===== config.mk =====
export PLATFORM = sky130hd
export DESIGN_NAME = debit_pin
export DESIGN_NICKNAME = d
export VERILOG_FILES = /design/src/rtl/debit_pin.sv
export SDC_FILE = /design/constraint.sdc
export NUM_CORES = 1
export LEC_CHECK = 0
export ABC_AREA = 0
export BUFFER_PORTS_ARGS = -buffer_cell sky130_fd_sc_hd__buf_2
export CAP_MARGIN = 20
export CORE_MARGIN = 2
export CORE_UTILIZATION = 50
export CTS_CLUSTER_DIAMETER = 100
export DETAILED_ROUTE_END_ITERATION = 7
export PLACE_DENSITY = 0.71
export SKIP_LAST_GASP = 1
export SYNTH_ARGS = -nofsm -noshare
export SYNTH_HDL_FRONTEND = slang
export SYNTH_SLANG_ARGS = --single-unit

===== constraint.sdc =====
create_clock -name clk -period 3.55 [get_ports clk]
set_input_delay 0.71 -clock clk [delete_from_list [all_inputs] [get_ports clk]]
set_output_delay 0.71 -clock clk [all_outputs]
set_load 0.03 [all_outputs]

===== src/rtl/debit_pin.sv =====
// Purpose : 4-digit PIN entry FSM; one-hot digits are encoded, shifted into an
//           8-bit entry register and compared with PASSKEY after every 4th digit.
// Latency : digit captured on the submit edge; verdict registered on the 4th submit edge.
// Backpressure: none, every legal submit is accepted; illegal patterns are dropped and flagged.
//
// Ports
//   clk            : system clock, rising edge
//   reset          : synchronous, active-high
//   digit_switches : one-hot digit select (1000=3, 0100=2, 0010=1, 0001=0)
//   submit         : one-cycle strobe, registers the digit on digit_switches
//   waiting        : attempt in progress (fewer than 4 digits entered)
//   correct        : 4-digit entry matched PASSKEY
//   incorrect      : 4-digit entry differed from PASSKEY
//   bug            : sticky, illegal switch pattern submitted or illegal FSM state

// Purpose : digit encoder, legality check and entry shift register.
// Latency : password updates on the submit edge; match_o is combinational look-ahead.
// Backpressure: none.
module pin_check #(
   parameter logic [7:0] PASSKEY = 8'h0A
) (
   input  logic       clk_i,
   input  logic       reset_i,
   input  logic [3:0] digit_switches_i,
   input  logic       submit_i,
   output logic       digit_vld_o,
   output logic       illegal_o,
   output logic       match_o
);

   logic [7:0] password;
   logic [1:0] code;
   logic       one_hot;

   always_comb begin
      code = 2'd0;
      if (digit_switches_i[3])      code = 2'd3;
      else if (digit_switches_i[2]) code = 2'd2;
      else if (digit_switches_i[1]) code = 2'd1;
   end

   // Exactly one bit set: non-zero and clearing the lowest set bit leaves nothing.
   assign one_hot = (digit_switches_i != 4'd0) &&
                    ((digit_switches_i & (digit_switches_i - 4'd1)) == 4'd0);

   assign digit_vld_o = submit_i && one_hot;
   assign illegal_o   = submit_i && !one_hot;

   // Compare against the value password will hold after this digit is shifted in,
   // so the verdict lands on the same edge as the 4th digit.
   assign match_o = ({password[5:0], code} == PASSKEY);

   // Never cleared between attempts: always holds the last 4 codes, oldest in [7:6].
   always_ff @(posedge clk_i) begin
      if (reset_i) begin
         password <= 8'h00;
      end else if (digit_vld_o) begin
         password <= {password[5:0], code};
      end
   end

endmodule

module debit_pin #(
   parameter logic [7:0] PASSKEY = 8'h0A
) (
   input  logic       clk,
   input  logic       reset,
   input  logic [3:0] digit_switches,
   input  logic       submit,
   output logic       waiting,
   output logic       correct,
   output logic       incorrect,
   output logic       bug
);

   typedef enum logic [2:0] {
      ENTRY0 = 3'd0,
      ENTRY1 = 3'd1,
      ENTRY2 = 3'd2,
      ENTRY3 = 3'd3,
      RESULT = 3'd4
   } state_t;

   state_t state_q;
   logic   waiting_q;
   logic   correct_q;
   logic   incorrect_q;
   logic   bug_q;

   logic   digit_vld;
   logic   illegal;
   logic   match;

   pin_check #(.PASSKEY(PASSKEY)) pinchk (
      .clk_i            (clk),
      .reset_i          (reset),
      .digit_switches_i (digit_switches),
      .submit_i         (submit),
      .digit_vld_o      (digit_vld),
      .illegal_o        (illegal),
      .match_o          (match)
   );

   always_ff @(posedge clk) begin
      if (reset) begin
         state_q     <= ENTRY0;
         waiting_q   <= 1'b1;
         correct_q   <= 1'b0;
         incorrect_q <= 1'b0;
         bug_q       <= 1'b0;
      end else begin
         if (illegal) bug_q <= 1'b1;

         case (state_q)
            ENTRY0: if (digit_vld) state_q <= ENTRY1;
            ENTRY1: if (digit_vld) state_q <= ENTRY2;
            ENTRY2: if (digit_vld) state_q <= ENTRY3;
            ENTRY3: begin
               if (digit_vld) begin
                  state_q     <= RESULT;
                  waiting_q   <= 1'b0;
                  correct_q   <= match;
                  incorrect_q <= !match;
               end
            end
            RESULT: begin
               // The digit that ends the result display is the first of a new attempt.
               if (digit_vld) begin
                  state_q     <= ENTRY1;
                  waiting_q   <= 1'b1;
                  correct_q   <= 1'b0;
                  incorrect_q <= 1'b0;
               end
            end
            default: begin
               state_q     <= ENTRY0;
               waiting_q   <= 1'b1;
               correct_q   <= 1'b0;
               incorrect_q <= 1'b0;
               bug_q       <= 1'b1;
            end
         endcase
      end
   end

   assign waiting   = waiting_q;
   assign correct   = correct_q;
   assign incorrect = incorrect_q;
   assign bug       = bug_q;

endmodule


==> results.json, run 1 <==
{
  "grtUsageTotal": 0.198,
  "num_vias": 642,
  "clk_pin_slew_ns": 0.08,
  "initial_core_util": 0.526,
  "setup_viol": 0,
  "multi_input_comb_area_sq_um": 379,
  "met1_length_um": 610,
  "final_cell_mix": "dfxtp_1 (13), buf_2 (10), nor2_1 (8), a21oi_1 (8), nand2_1 (6)",
  "port_buffers": 10,
  "dpl_worst_slack_ns": 1.35,
  "synthArstFlopShare": 0,
  "final-hold-violation-count": 0,
  "synthFlopType": "dfxtp_1",
  "h-tree-depth": 1,
  "cts_repair_resize_count": 0,
  "synthesis.yosys.warnings": 0,
  "seq_area_frac_synth": 0.390,
  "synth_edf_count": 0,
  "critical_path_class": "in2reg",
  "cts_tree": "done",
  "root_buffer": "clkbuf_4",
  "p_per_area_nw_per_um2": 390,
  "drive_gt1_frac": 0.211,
  "wirelength_mm": 1.34,
  "wl_met3_um": 53,
  "cp.required_ns": 3.73,
  "setup-tns-final_ns": 0,
  "slowest_delay_ns": 0.47,
  "synth-seq-cells": 13,
  "antenna_cells": 0,
  "syn_area_per_cell_sq_um": 8.23,
  "gp_congestion": 0.735,
  "viasPerCell": 6.11,
  "routedWlPerCell_um": 12.8,
  "final_common_cell": "dfxtp_1",
  "die_x_um": 40.5,
  "synth.cell_area_sq_um": 667,
  "vdd_ir_drop_max_uv": 193,
  "status": "completed",
  "io_pins": 11,
  "crit_fanout": 10,
  "highest_layer": "met4",
  "synthesis.nets": 88,
  "grt_overflow_total": 0,
  "cts_buffer_depth": 2,
  "hold_class": "reg2reg",
  "dieArea_sq_um": 1640,
  "clock_latency_ns": 0.28,
  "clkSinkCount": 13,
  "die_h_um": 40.5,
  "power_w": 0.000289,
  "drt_iter0_markers": 14,
  "grt_pass1_vias": 539,
  "areaGrowthSynthToFinish_pct": 11.3,
  "n_fill_cell": 117,
  "remaining_drc_errors": 0,
  "grt_antenna_before_repair": 0,
  "critPathTopFamily": "compound AO/OA/AOI/OAI gates",
  "reg2reg_slack_ns": 2.14,
  "critPathCaptureType": "flop",
  "p_seq_frac": 0.542,
  "path_cells": "buf_2 > xor2_1 > a211oi_2 > nor2_1 > o311ai_0",
  "rsz0062_at_grt": "no",
  "cp.arrival_ns": 2.07,
  "drtPass1Iterations": 4,
  "core_sq_um": 1270,
  "period_share": 0.533,
  "maxCapViolCount": 0,
  "grt_max_degree": 17,
  "nNetsFinal": 98,
  "regArea_sq_um": 260,
  "relSlewSlack": 0.653,
  "post_cts_buffers": 0,
  "path_buf_inv": 1,
  "slew_viol_final": 0,
  "grt_pass1_wl_mm": 2.06,
  "p_leak_nw": 0.261,
  "layout_setup_ws_ns": 1.66,
  "hpwlAfterDp_um": 967,
  "ant_nets": 0,
  "wl_met2_um": 673,
  "switching_power_w": 0.0000806,
  "synthCells": 81,
  "fin_skew_ns": 0.0108,
  "worst_path_max_delay_cell": "a211oi_2",
  "cp-start-kind": "input port",
  "p_int_w": 0.000209,
  "min_period_ns": 1.89,
  "p_clk_frac": 0.318,
  "ctsHoldBuffers": 0,
  "comb_power_share": 0.140,
  "ys_types": 30,
  "numCtsBuffers": 3,
  "fmax_ghz": 0.529,
  "rows": 13,
  "worst_pin_slew_ns": 0.520,
  "swShare": 0.279
}
-- metal layers --
layer  vias up  track usage
li1        320            -
met1       307        0.205
met2        13        0.349
met3         2        0.100
met4         0       0.0500
met5         -            0
-- flip-flops by register name (all words and copies together) (netlist names) --
| register | count |
|---|---|
| bug | 1 |
| state_q | 3 |
| correct | 1 |
| waiting | 1 |
| pinchk.password | 6 |
| incorrect | 1 |
-- tightest hold or removal path, delay by kind of cell (launching register included) --
| family | cells | cell delay (ns) |
|---|---|---|
| flops | 1 | 0.31 |
| compound gates | 2 | 0.12 |
-- cell usage after synthesis, types with 2 or more instances --
cell type | instances | area share
a21oi_1 | 8 | 0.060
a211oi_1 | 3 | 0.034
nor3_1 | 4 | 0.030
nor2_1 | 8 | 0.045
o21ai_0 | 5 | 0.038
nand2_1 | 6 | 0.034
inv_1 | 2 | 0.011
nor4b_2 | 2 | 0.045
clkbuf_1 | 4 | 0.023
dfxtp_1 | 13 | 0.39
nand3_1 | 5 | 0.038
o211ai_1 | 3 | 0.034
-- worst paths after layout --
kind	startpoint	cells after the start	endpoint
worst max-delay path	digit_switches[3]	5	state_q[0]$_SDFFE_PP0P_
worst min register to register	pinchk.password[4]$_SDFFE_PP0P_	2	pinchk.password[4]$_SDFFE_PP0P_
worst min-delay path	pinchk.password[4]$_SDFFE_PP0P_	2	pinchk.password[4]$_SDFFE_PP0P_
worst max register to register	state_q[0]$_SDFFE_PP0P_	4	incorrect$_SDFFE_PP0P_
-- area by class of cell --
cell class | count | share of cell area
Clock buffer | 4 | 0.0354
Inverter | 2 | 0.0101
Multi-Input combinational cell | 61 | 0.511
Sequential cell | 13 | 0.351
Tap cell | 15 | 0.0253
Timing Repair Buffer | 10 | 0.0675
-- through the flow --
| stage | cells | instance area [sq um] | util | hold WS (ns) |
|---|---|---|---|---|
| after floorplan | 81 | 667 | - | 0.449 |
| after global placement | 101 | 716 | 0.564 | 0.471 |
| after detailed placement | 101 | 716 | 0.564 | 0.470 |
| after CTS | 105 | 742 | 0.585 | 0.483 |
| after global routing | 105 | 742 | 0.585 | 0.509 |
| final | 105 | 742 | 0.585 | 0.478 |
-- cell families (layout without fill, tap and decap cells) --
| logic type | Yosys count | in the layout | synth area share |
|---|---|---|---|
| compound gates | 26 | 26 | 0.259 |
| xor+xnor | 1 | 1 | 0.0131 |
| buf+inv | 7 | 16 | 0.0413 |
| flops | 13 | 13 | 0.390 |
| simple gates | 34 | 34 | 0.296 |
-- power groups by stage --
stage	logic (W)	registers [W]	clock network, W
floorplan	0.0000274	0.000160	0
global placement	0.0000402	0.000160	0
detailed placement	0.0000406	0.000160	0
CTS	0.0000409	0.000157	0.0000952
global route	0.0000452	0.000158	0.000103
finish	0.0000405	0.000157	0.0000921
(Power assumes the default switching activity.)
==> inputs of run 2 (changes only) <==
- clock period: 3.55 -> 1.8 ns (I/O delays scaled with it)
==> run 2 against run 1 <==
Effect of this change:
- first-iteration DRC count shrank 50%
- non-clock buffer count increased by 3
- largest power group unchanged
- die area unchanged
- cell count up 2.9%
- register-to-register slack worse by 1.8 ns
- clock power up 91%
- via count increased by 1.2%
- critical path depth unchanged
- power grew 98%
- setup slack got worse by 1.4 ns
==> results.json, run 2 (synthesis gave the netlist of run 1 again) <==
{
  "routedWlPerCell_um": 13.6,
  "critPathCaptureType": "flop",
  "final_common_cell": "dfxtp_1",
  "grt_pass1_wl_mm": 2.34,
  "final-hold-violation-count": 0,
  "die_h_um": 40.5,
  "ant_nets": 0,
  "cp-start-kind": "input port",
  "worst_path_max_delay_cell": "or4_1",
  "worst_hold_startpoint": "reset",
  "cts_tree": "done",
  "relSlewSlack": 0.765,
  "p_per_area_nw_per_um2": 751,
  "clock_latency_ns": 0.26,
  "numCtsBuffers": 3,
  "post_cts_buffers": 0,
  "reg2reg_from": "state_q[0]$_SDFFE_PP0P_",
  "initial_core_util": 0.526,
  "maxCapViolCount": 0,
  "grt_pass1_vias": 574,
  "num_vias": 650,
  "path_cells": "buf_2 > nor4b_2 > a211oi_2 > or4_1 > a31o_1",
  "rsz0062_at_grt": "no",
  "p_leak_nw": 0.276,
  "top_register": "pinchk.password",
  "min_period_ns": 1.52,
  "io_pins": 11,
  "rows": 13,
  "startpoint": "digit_switches[3]",
  "die_x_um": 40.5,
  "port_buffers": 10,
  "fin_skew_ns": 0.000532,
  "dieArea_sq_um": 1640,
  "cts_buffer_depth": 2,
  "grt_antenna_before_repair": 0,
  "post-route-util": 0.603,
  "slowest_delay_ns": 0.51,
  "status": "completed",
  "drt_iter0_markers": 7,
  "hpwlAfterDp_mm": 1.02,
  "grt_overflow_total": 0,
  "largest_registers": "pinchk.password x6, state_q x3",
  "clkSinkCount": 13,
  "drtPass1Iterations": 4,
  "largest_reg_flops": 6,
  "wirelength_mm": 1.47,
  "core_sq_um": 1270,
  "setup_viol": 0,
  "nNetsFinal": 101,
  "critPathTopFamily": "simple AND/OR/NAND/NOR gates",
  "cts_repair_resize_count": 0,
  "h-tree-depth": 1,
  "viasPerCell": 6.02,
  "critical_path_class": "in2reg",
  "grt_max_degree": 17,
  "worst_pin_slew_ns": 0.352,
  "vdd_ir_drop_max_uv": 531,
  "period_share": 0.846,
  "final_cell_mix": "dfxtp_1 (13), buf_2 (10), nor2_1 (8), a21oi_1 (8), nand2_1 (6)",
  "fmax_ghz": 0.657,
  "setup-tns-final_ns": 0,
  "antenna_cells": 0,
  "remaining_drc_errors": 0,
  "crit_fanout": 6,
  "slew_viol_final": 0,
  "root_buffer": "clkbuf_4",
  "gp_congestion": 0.784,
  "grtUsageTotal": 0.214,
  "hold_class": "in2reg",
  "cp.arrival_ns": 1.69,
  "cp.required_ns": 1.96,
  "clk_pin_slew_ns": 0.08,
  "ctsHoldBuffers": 0,
  "drive_gt1_frac": 0.237,
  "areaGrowthSynthToFinish_pct": 14.6,
  "path_buf_inv": 1
}
[run 2: where the power goes]
part / internal (W) / switching (W)
logic: 0.0000331 / 0.0000559
registers: 0.000298 / 0.0000113
clock network: 0.0000855 / 0.0000902
total: 0.000416 / 0.000157
[run 2: stage by stage]
step / total power [W] / setup slack (ns) / std cells / area [sq um] / hold WS [ns]
floorplan: 0.000370 / 0.206 / 81 / 667 / 0.449
global route: 0.000600 / 0.211 / 108 / 764 / 0.449
global placement: 0.000401 / 0.0598 / 104 / 738 / 0.460
detailed placement: 0.000403 / 0.0241 / 104 / 738 / 0.469
finish: 0.000574 / 0.277 / 108 / 764 / 0.444
CTS: 0.000581 / 0.288 / 108 / 764 / 0.444
[run 2: path summary, 6_finish.rpt]
check | endpoint | slack, ns | cells past startpoint
setup / recovery | waiting$_SDFFE_PP1P_ | 0.28 | 5
hold / removal | bug$_SDFFE_PP0P_ | 0.44 | 2
setup reg to reg | incorrect$_SDFFE_PP0P_ | 0.38 | 4
hold reg to reg | pinchk.password[5]$_SDFFE_PP0P_ | 0.48 | 2
[run 2: final cells by class]
type	instances	area [sq um]
fill	111	504
timing repair buffer	13	72.6
multi-input combinational	61	379
tap	15	18.8
inverter	2	7.51
sequential	13	260
clock buffer	4	26.3
[run 2: per-layer routing]
layer	vias to the layer above	global-route usage	wire length (um)
met5	-	0	0
met4	0	0.0833	14
met1	314	0.249	675
met2	7	0.385	750
li1	327	-	-
met3	2	0.0333	30
